### src/rtl/pool_3.sv
// 2x2 stride-2 max pooling over a raster-order stream of IN_SIZE x IN_SIZE pixels.
// Horizontal pairs are merged on odd columns; a half-width line buffer carries even-row results.
module pool_3 #(
    parameter int IN_SIZE = 24,
    parameter int CH      = 16,
    parameter int DW      = 8
) (
    input  logic             clk,
    input  logic             rst,
    input  logic             conv_start,
    input  logic             in_valid,
    input  logic [CH*DW-1:0] in_data,
    output logic [CH*DW-1:0] pool_out,
    output logic             relu_3_ready,
    output logic             pool_done
);
    localparam int W    = CH * DW;
    localparam int CW   = $clog2(IN_SIZE);
    localparam int HALF = IN_SIZE / 2;
    localparam int PW   = $clog2(IN_SIZE * IN_SIZE + 1);
    localparam int OW   = $clog2(IN_SIZE * IN_SIZE / 4 + 1);
    localparam logic [CW-1:0] COL_LAST  = CW'(IN_SIZE - 1);
    localparam logic [PW-1:0] PIX_TOTAL = PW'(IN_SIZE * IN_SIZE);
    localparam logic [OW-1:0] OUT_TOTAL = OW'(IN_SIZE * IN_SIZE / 4);

    typedef enum logic [1:0] {
        IDLE = 2'd0,
        BUSY = 2'd1,
        DONE = 2'd2
    } state_t;

    function automatic logic [W-1:0] chan_max(input logic [W-1:0] a, input logic [W-1:0] b);
        logic [W-1:0] m;
        m = '0;
        for (int c = 0; c < CH; c++) begin
            m[c*DW +: DW] = (a[c*DW +: DW] >= b[c*DW +: DW]) ? a[c*DW +: DW] : b[c*DW +: DW];
        end
        return m;
    endfunction

    state_t        state_q, state_d;
    logic [CW-1:0] col_q, col_d;
    logic [CW-1:0] row_q, row_d;
    logic [PW-1:0] pix_q, pix_d;
    logic [OW-1:0] outc_q, outc_d;
    logic [W-1:0]  hold_q, hold_d;
    logic [W-1:0]  pool_q, pool_d;
    logic          ready_q, ready_d;
    logic          done_q, done_d;
    logic [W-1:0]  lb_q [HALF];
    logic [W-1:0]  hmax_s;
    logic [W-1:0]  lb_rd_s;
    logic          lb_we_s;

    // Horizontal pair maximum and line-buffer read for the current column pair.
    always_comb begin
        hmax_s  = chan_max(hold_q, in_data);
        lb_rd_s = lb_q[col_q[CW-1:1]];
    end

    // Next-state and datapath control.
    always_comb begin
        state_d = state_q;
        col_d   = col_q;
        row_d   = row_q;
        pix_d   = pix_q;
        outc_d  = outc_q;
        hold_d  = hold_q;
        pool_d  = pool_q;
        ready_d = 1'b0;
        lb_we_s = 1'b0;
        case (state_q)
            IDLE: begin
                if (conv_start) begin
                    state_d = BUSY;
                    col_d   = '0;
                    row_d   = '0;
                    pix_d   = '0;
                    outc_d  = '0;
                end else begin
                    state_d = IDLE;
                end
            end
            BUSY: begin
                // Once the full image is in, this cycle's in_valid is dropped.
                if (pix_q == PIX_TOTAL || outc_q == OUT_TOTAL) begin
                    state_d = DONE;
                end else if (in_valid) begin
                    pix_d = pix_q + PW'(1);
                    if (col_q == COL_LAST) begin
                        col_d = '0;
                        row_d = row_q + CW'(1);
                    end else begin
                        col_d = col_q + CW'(1);
                    end
                    if (!col_q[0]) begin
                        hold_d = in_data;
                    end else if (!row_q[0]) begin
                        lb_we_s = 1'b1;
                    end else begin
                        pool_d  = chan_max(lb_rd_s, hmax_s);
                        ready_d = 1'b1;
                        outc_d  = outc_q + OW'(1);
                    end
                end else begin
                    state_d = BUSY;
                end
            end
            DONE: begin
                state_d = IDLE;
            end
            default: begin
                state_d = IDLE;
            end
        endcase
        done_d = (state_d == DONE);
    end

    // Control state and registered outputs.
    always_ff @(posedge clk or negedge rst) begin
        if (!rst) begin
            state_q <= IDLE;
            col_q   <= '0;
            row_q   <= '0;
            pix_q   <= '0;
            outc_q  <= '0;
            hold_q  <= '0;
            pool_q  <= '0;
            ready_q <= 1'b0;
            done_q  <= 1'b0;
        end else begin
            state_q <= state_d;
            col_q   <= col_d;
            row_q   <= row_d;
            pix_q   <= pix_d;
            outc_q  <= outc_d;
            hold_q  <= hold_d;
            pool_q  <= pool_d;
            ready_q <= ready_d;
            done_q  <= done_d;
        end
    end

    // Line buffer holds even-row horizontal maxima; contents are don't-care after reset.
    always_ff @(posedge clk) begin
        if (lb_we_s) begin
            lb_q[col_q[CW-1:1]] <= hmax_s;
        end
    end

    assign pool_out     = pool_q;
    assign relu_3_ready = ready_q;
    assign pool_done    = done_q;
endmodule
### config.mk
export PLATFORM = sky130hd
export DESIGN_NAME = pool_3
export DESIGN_NICKNAME = d
export VERILOG_FILES = /design/src/rtl/pool_3.sv
export SDC_FILE = /design/constraint.sdc
export NUM_CORES = 2
export LEC_CHECK = 0
export CELL_PAD_IN_SITES_DETAIL_PLACEMENT = 1
export CELL_PAD_IN_SITES_GLOBAL_PLACEMENT = 1
export CORE_MARGIN = 2
export CORE_UTILIZATION = 40
export CTS_BUF_LIST = sky130_fd_sc_hd__clkbuf_4 sky130_fd_sc_hd__clkbuf_8 sky130_fd_sc_hd__clkbuf_16
export DETAILED_ROUTE_END_ITERATION = 6
export HOLD_SLACK_MARGIN = 0.05
export PLACE_DENSITY_LB_ADDON = 0.1
export REMOVE_ABC_BUFFERS = 1
export SYNTH_ARGS = -nofsm -noshare
export SYNTH_HDL_FRONTEND = slang
export SYNTH_SLANG_ARGS = --single-unit
### constraint.sdc
create_clock -name clk -period 7.6 [get_ports clk]
set_clock_uncertainty 0.05 [all_clocks]
set_input_delay 2.28 -clock clk [delete_from_list [all_inputs] [get_ports clk]]
set_output_delay 2.28 -clock clk [all_outputs]
set_load 0.03 [all_outputs]
# == Yosys cells after proc, flatten, opt, wreduce, memory -nomap -nowiden ==
# Memories as Yosys holds them, arrays and structs flattened.
# Cells that the tools add are included.
# classes
magnitude_cmp,32
bitwise_logic,2
n_reduce_logical,8
n_mux,67
eq_ne,11
n_addsub,4
# ops
op,count
8-bit 2-to-1 mux,37
8-bit >= comparator,32
5-bit 2-to-1 mux,7
10-bit 2-to-1 mux,3
10-bit one-hot mux with 2 select lines,1
5-bit one-hot mux with 2 select lines,2
8-bit one-hot mux with 2 select lines,1
1-bit 2-to-1 mux,13
2-bit inequality test (second input constant),6
10-bit by 1-bit adder with 10-bit output (second input constant),1
5-bit by 1-bit adder with 5-bit output (second input constant),2
10-bit equality test (second input constant),1
5-bit AND reduction,2
8-bit by 1-bit adder with 8-bit output (second input constant),1
8-bit equality test (second input constant),1
4-bit AND reduction,2
6-bit AND reduction,1
5-bit equality test (second input constant),1
2-bit 2-to-1 mux,2
2-bit one-hot mux with 2 select lines,1
2-bit by 1-bit equality test with 1-bit output (second input constant),1
2-bit equality test (second input constant),1
2-bit zero test,1
1-bit NOT,2
other kinds (2),2
# totals
out_inout_bits,130
word_cells,134
ram_bits,1536
n_memories,1
in_bits,132
reg_bits,288
# mem_list
memory,depth,width,rd,rd_ports_with_merged_regs,write_ports,line_no,text
lb_q,12,128,1,0,1,50,logic [W-1:0] lb_q [HALF];

# == Logic depth before layout (Yosys ltp) ==
# logic_depth
depth_word,7
ltp_mapped,14
ltp_nobuf,13

# == Least setup slack after synthesis ==
# Ideal clock, no wire load.
# synth_path
path_kind,input to register
startpoint,in in_valid
endpoint,mem lb_q[7][0] (netlist bit) (enable)
arrival_time_ns,8.376
path_slack_ns,-1.443
setup_time_ns,0.617
path_buffers,0
required_ns,6.933
stages,4
path_cell_list,inv_1 > nor4_2 > nand2_1 > nor2_1
# synth_via
elab_chain_cells,5
# synth_rtl
element,line_no,text
from (decl),11,"input logic in_valid,"
1-bit 2-to-1 mux,88,end else if (in_valid) begin
1-bit 2-to-1 mux,86,if (pix_q == PIX_TOTAL || outc_q == OUT_TOTAL) begin
1-bit 2-to-1 mux,72,case (state_q)
1-bit 2-to-1 mux,146,if (lb_we_s) begin
1-bit 2-to-1 mux (not written as such),147,lb_q[col_q[CW-1:1]] <= hmax_s;
to (decl),50,
# Every way passes these cells.

# == Final worst setup path ==
# layout_path
startpoint,in in_data[16]
endpoint,reg pool_q[22] (netlist: pool_out[22])
# layout_via
elab_chain_cells,4
# layout_rtl
element,line_no,text
from (decl),12,"input logic [CH*DW-1:0] in_data,"
8-bit >= comparator,36,m[c*DW +: DW] = (a[c*DW +: DW] >= b[c*DW +: DW]) ? a[c*DW +: DW] : b[c*DW +: DW];
8-bit 2-to-1 mux (*),36,
via hmax_s[16],51,logic [W-1:0] hmax_s;
8-bit >= comparator (*),36,
8-bit 2-to-1 mux (*),36,
to (signal assigned),138,pool_q <= pool_d;
to (decl),47,"logic [W-1:0] pool_q, pool_d;"
# The timed path passes the listed nets; every way through them passes the cells marked *.
# A chain may end at the register's enable or synchronous reset.

==> qor.yml <==
status: "complete, no violations"
rsz0062_at_grt: "no"
timing_worst_slew_pin_value_ns: 1.04
grt_max_degree: 139
synth_area_um2: 76800
placed_cells: 6993
io_pins: 262
stdcell_count: 7375
cts_resized: 0
die_width_um: 442
first_pass_iters: 5
critPathSlowestCell: "a21oi_1"
worstHoldStart: "hold_q[40]$_DFFE_PN0P_"
path_class: "input pin to flop"
finalHoldViolations: 0
vias: 41100
clkSlewWorstSetupHoldPaths_ns: 0.06
fin_total_pwr_mw: 33.9
cts-root-buf: "clkbuf_16"
vdd.ir_drop.worst_mv: 0.337
layout_min_cycle_time_ns: 6.03
grt_usage: 0.203
hold_path_end: "hold_q[40]$_DFFE_PN0P_"
vias_per_cell: 5.57
area_delta_synth_final_pct: 16.9
dpl_worst_slack_ns: 0.829
ant_nets: 0
wl_mm: 197
ys_seq_area_frac: 0.693
fillers: 17900
yosys_warnings: 0
max_freq_mhz: 166
grt_pass1_wl_mm: 299
drv_slew: 0
fin_setup_tns_ns: 0
postSynthCellCount: 4317
required_ns: 8.30
drc: 0
cts_tree: "yes"
critPathArrivalTime_ns: 6.73
coreArea_um2: 191000
reg2reg_to: "pool_out[70]$_DFFE_PN0P_"
cap_viol_max_count: 0
grt_pass1_vias: 45000
relSlewSlack: 0.307
initial_core_util: 0.403
synth-seq-cells: 1820
drt_iter0_markers: 2913
p_leak_nw: 31.4
reg2reg_depth: 10
die_h_um: 442
ys_async_sr_fraction: 0.156
seqCellArea_um2: 53200
critical_path.max_fanout: 14
post-route-period-util: 0.793
num_rows: 160
hpwl_mm: 110
ys.flop_type: "edfxtp_1"
cts.sinks: 1820
wire_per_inst_um: 26.8
gp_congestion: 0.744
end_kind: "flop"
multi_input_area_um2: 21800
startpoint_type: "input pin"
avgSynthCellArea_um2: 17.8
setup_violations: 0
ctsHoldBuffers: 0
final_net_count: 5075
post-cts-setup-buffers: 0
synth_edf_count: 1536
path_cells: "clkdlybuf4s50_1 > ha_1 > nand2b_1 > a2111o_1 > a21oi_1 > mux2_2 > ha_1 > nor3b_1 > o21ai_0 > a21oi_1 > and2_0 > a221o_1"
clock_path_buffers: 3
port_buffers: 261
overflow: 0
drive_above_1_share: 0.203
p_per_area_nw_per_um2: 377
worstHoldPathType: "flop to flop"
r2r_setup_slack_ns: 2.68
cts_htree_levels: 4
die_area_um2: 196000
slowest_delay_ns: 0.69
synth.distinct_cells: 47
worst_slack_ns: 1.57
reg2reg_from: "col_q[1]$_DFFE_PN0P_"
antenna_found_initial: 15
cts_inserted_buffers: 198
insertion_delay_ns: 0.83
postLayoutCoreUtil: 0.471
whs_path_depth: 1
==> area by class of cell <==
type | count | share of cell area
sequential | 1820 | 0.593
multi-input combinational | 2037 | 0.243
clock buffer | 273 | 0.0622
timing repair buffer | 360 | 0.0423
tap | 2511 | 0.0350
clock inverter | 103 | 0.0135
inverter | 265 | 0.0111
antenna | 6 | 0.000167
==> cells in the final DEF, fill, tap and decap left out, types with 6 or more instances in the layout <==
cell / synthesis / final
a2111o_1: 16 / 16
a21oi_1: 139 / 139
nand4_1: 21 / 21
nor2_4: 0 / 13
nand3_1: 10 / 10
clkbuf_16: 0 / 198
inv_1: 263 / 263
clkbuf_4: 0 / 64
bufinv_16: 0 / 19
a221o_1: 127 / 127
or4_1: 10 / 10
o21ai_0: 87 / 87
a22oi_1: 112 / 112
ha_1: 261 / 261
dfrtp_1: 284 / 280
edfxtp_1: 1536 / 1536
buf_4: 18 / 64
a22o_1: 18 / 18
mux2_2: 128 / 128
diode_2: 0 / 6
nand2b_1: 21 / 21
clkinv_1: 0 / 32
nor3b_1: 128 / 128
nor2_1: 53 / 40
and2_1: 11 / 11
o31ai_1: 12 / 12
buf_12: 0 / 35
inv_16: 0 / 7
mux2_1: 128 / 128
nand2_1: 294 / 294
clkdlybuf4s50_1: 0 / 260
clkinv_2: 0 / 29
mux4_2: 384 / 384
nor3_1: 35 / 35
and2_0: 9 / 9
clkinvlp_4: 0 / 6
clkbuf_8: 0 / 11
==> cell families (layout without fill, tap and decap cells) <==
kind of cell | Yosys count | in the layout | share of synthesized area
AOI/OAI and AO/OA | 519 | 519 | 0.0486
adders and majority gates | 261 | 261 | 0.0425
buffers and inverters | 460 | 1001 | 0.0251
DFF | 1820 | 1820 | 0.693
muxes | 644 | 644 | 0.151
other | 0 | 6 | 0
and+or+nand+nor | 613 | 613 | 0.0405
==> registers in the layout, summed over array words and instances, names as in the netlist <==
| register | count |
|---|---|
| hold_q | 128 |
| relu_3_ready | 1 |
| pool_done | 1 |
| lb_q | 1536 |
| outc_q | 8 |
| row_q | 1 |
| state_q | 2 |
| pool_out | 128 |
| col_q | 5 |
| pix_q | 10 |
==> worst max-delay path by stage <==
stage | to | start | slack, ns | cells after the start
after floorplan | lb_q[1][0]$_DFFE_PP_ | col_q[1]$_DFFE_PN0P_ | -14.08 | 2
after global placement | pool_out[15]$_DFFE_PN0P_ | in_data[8] | 0.84 | 12
after detailed placement | pool_out[22]$_DFFE_PN0P_ | in_data[16] | 0.83 | 12
after CTS | pool_out[22]$_DFFE_PN0P_ | in_data[16] | 1.68 | 12
after global routing | pool_out[70]$_DFFE_PN0P_ | in_data[64] | 1.29 | 12
final | pool_out[22]$_DFFE_PN0P_ | in_data[16] | 1.57 | 12
==> power breakdown <==
group          internal, mW  total [mW]  switching [mW]
Sequential             12.1        12.8           0.641
Combinational          4.68        11.2            6.51
Clock                  5.84        9.90            4.06
Total                  22.7        33.9            11.2
==> cells in the mapped netlist, drive strengths merged, types with 2 or more instances <==
cell type,instances,area (um2)
mux2i,4,40.0
nor3b,128,961
nor3,35,175
or4,10,75.1
a2111o,16,180
edfxtp,1536,46100
o31ai,12,90.1
and2,20,125
nor2,53,199
clkbuf,82,308
buf,113,626
nor2b,6,37.5
a21oi,139,696
nand4,21,131
and3,4,25.0
a22o,18,158
a22oi,112,841
nand2b,21,131
mux4,384,8650
a221o,127,1270
or3,4,25.0
nor4,3,40.0
mux2,256,2880
nand2,294,1100
a31o,2,17.5
a31oi,2,12.5
inv,265,995
o21ai,88,444
dfrtp,284,7110
ha,261,3270
nand3,11,60.1
==> metal layers <==
metal,GRT usage,vias up,wire [um]
met2,0.347,700,99200
met1,0.274,22200,87200
met5,0,-,0
li1,-,18000,-
met3,0.0283,225,6920
met4,0.0514,0,4070
==> per-stage QoR <==
step	hold WS (ns)	area, um2
2_1_floorplan	0.427	75900
3_5_place_dp	0.450	83000
5_1_grt	0.482	89800
3_3_place_gp	0.440	83000
4_1_cts	0.465	89800
6_report	0.460	89800
==> critical path: cells and delay by family <==
kind / cells / cell delay (ns)
mux: 1 / 0.54
compound gates: 5 / 2.02
simple gates: 3 / 0.79
fa+ha+maj: 2 / 0.63
buf+inv: 1 / 0.45
(Power assumes the default switching activity.)
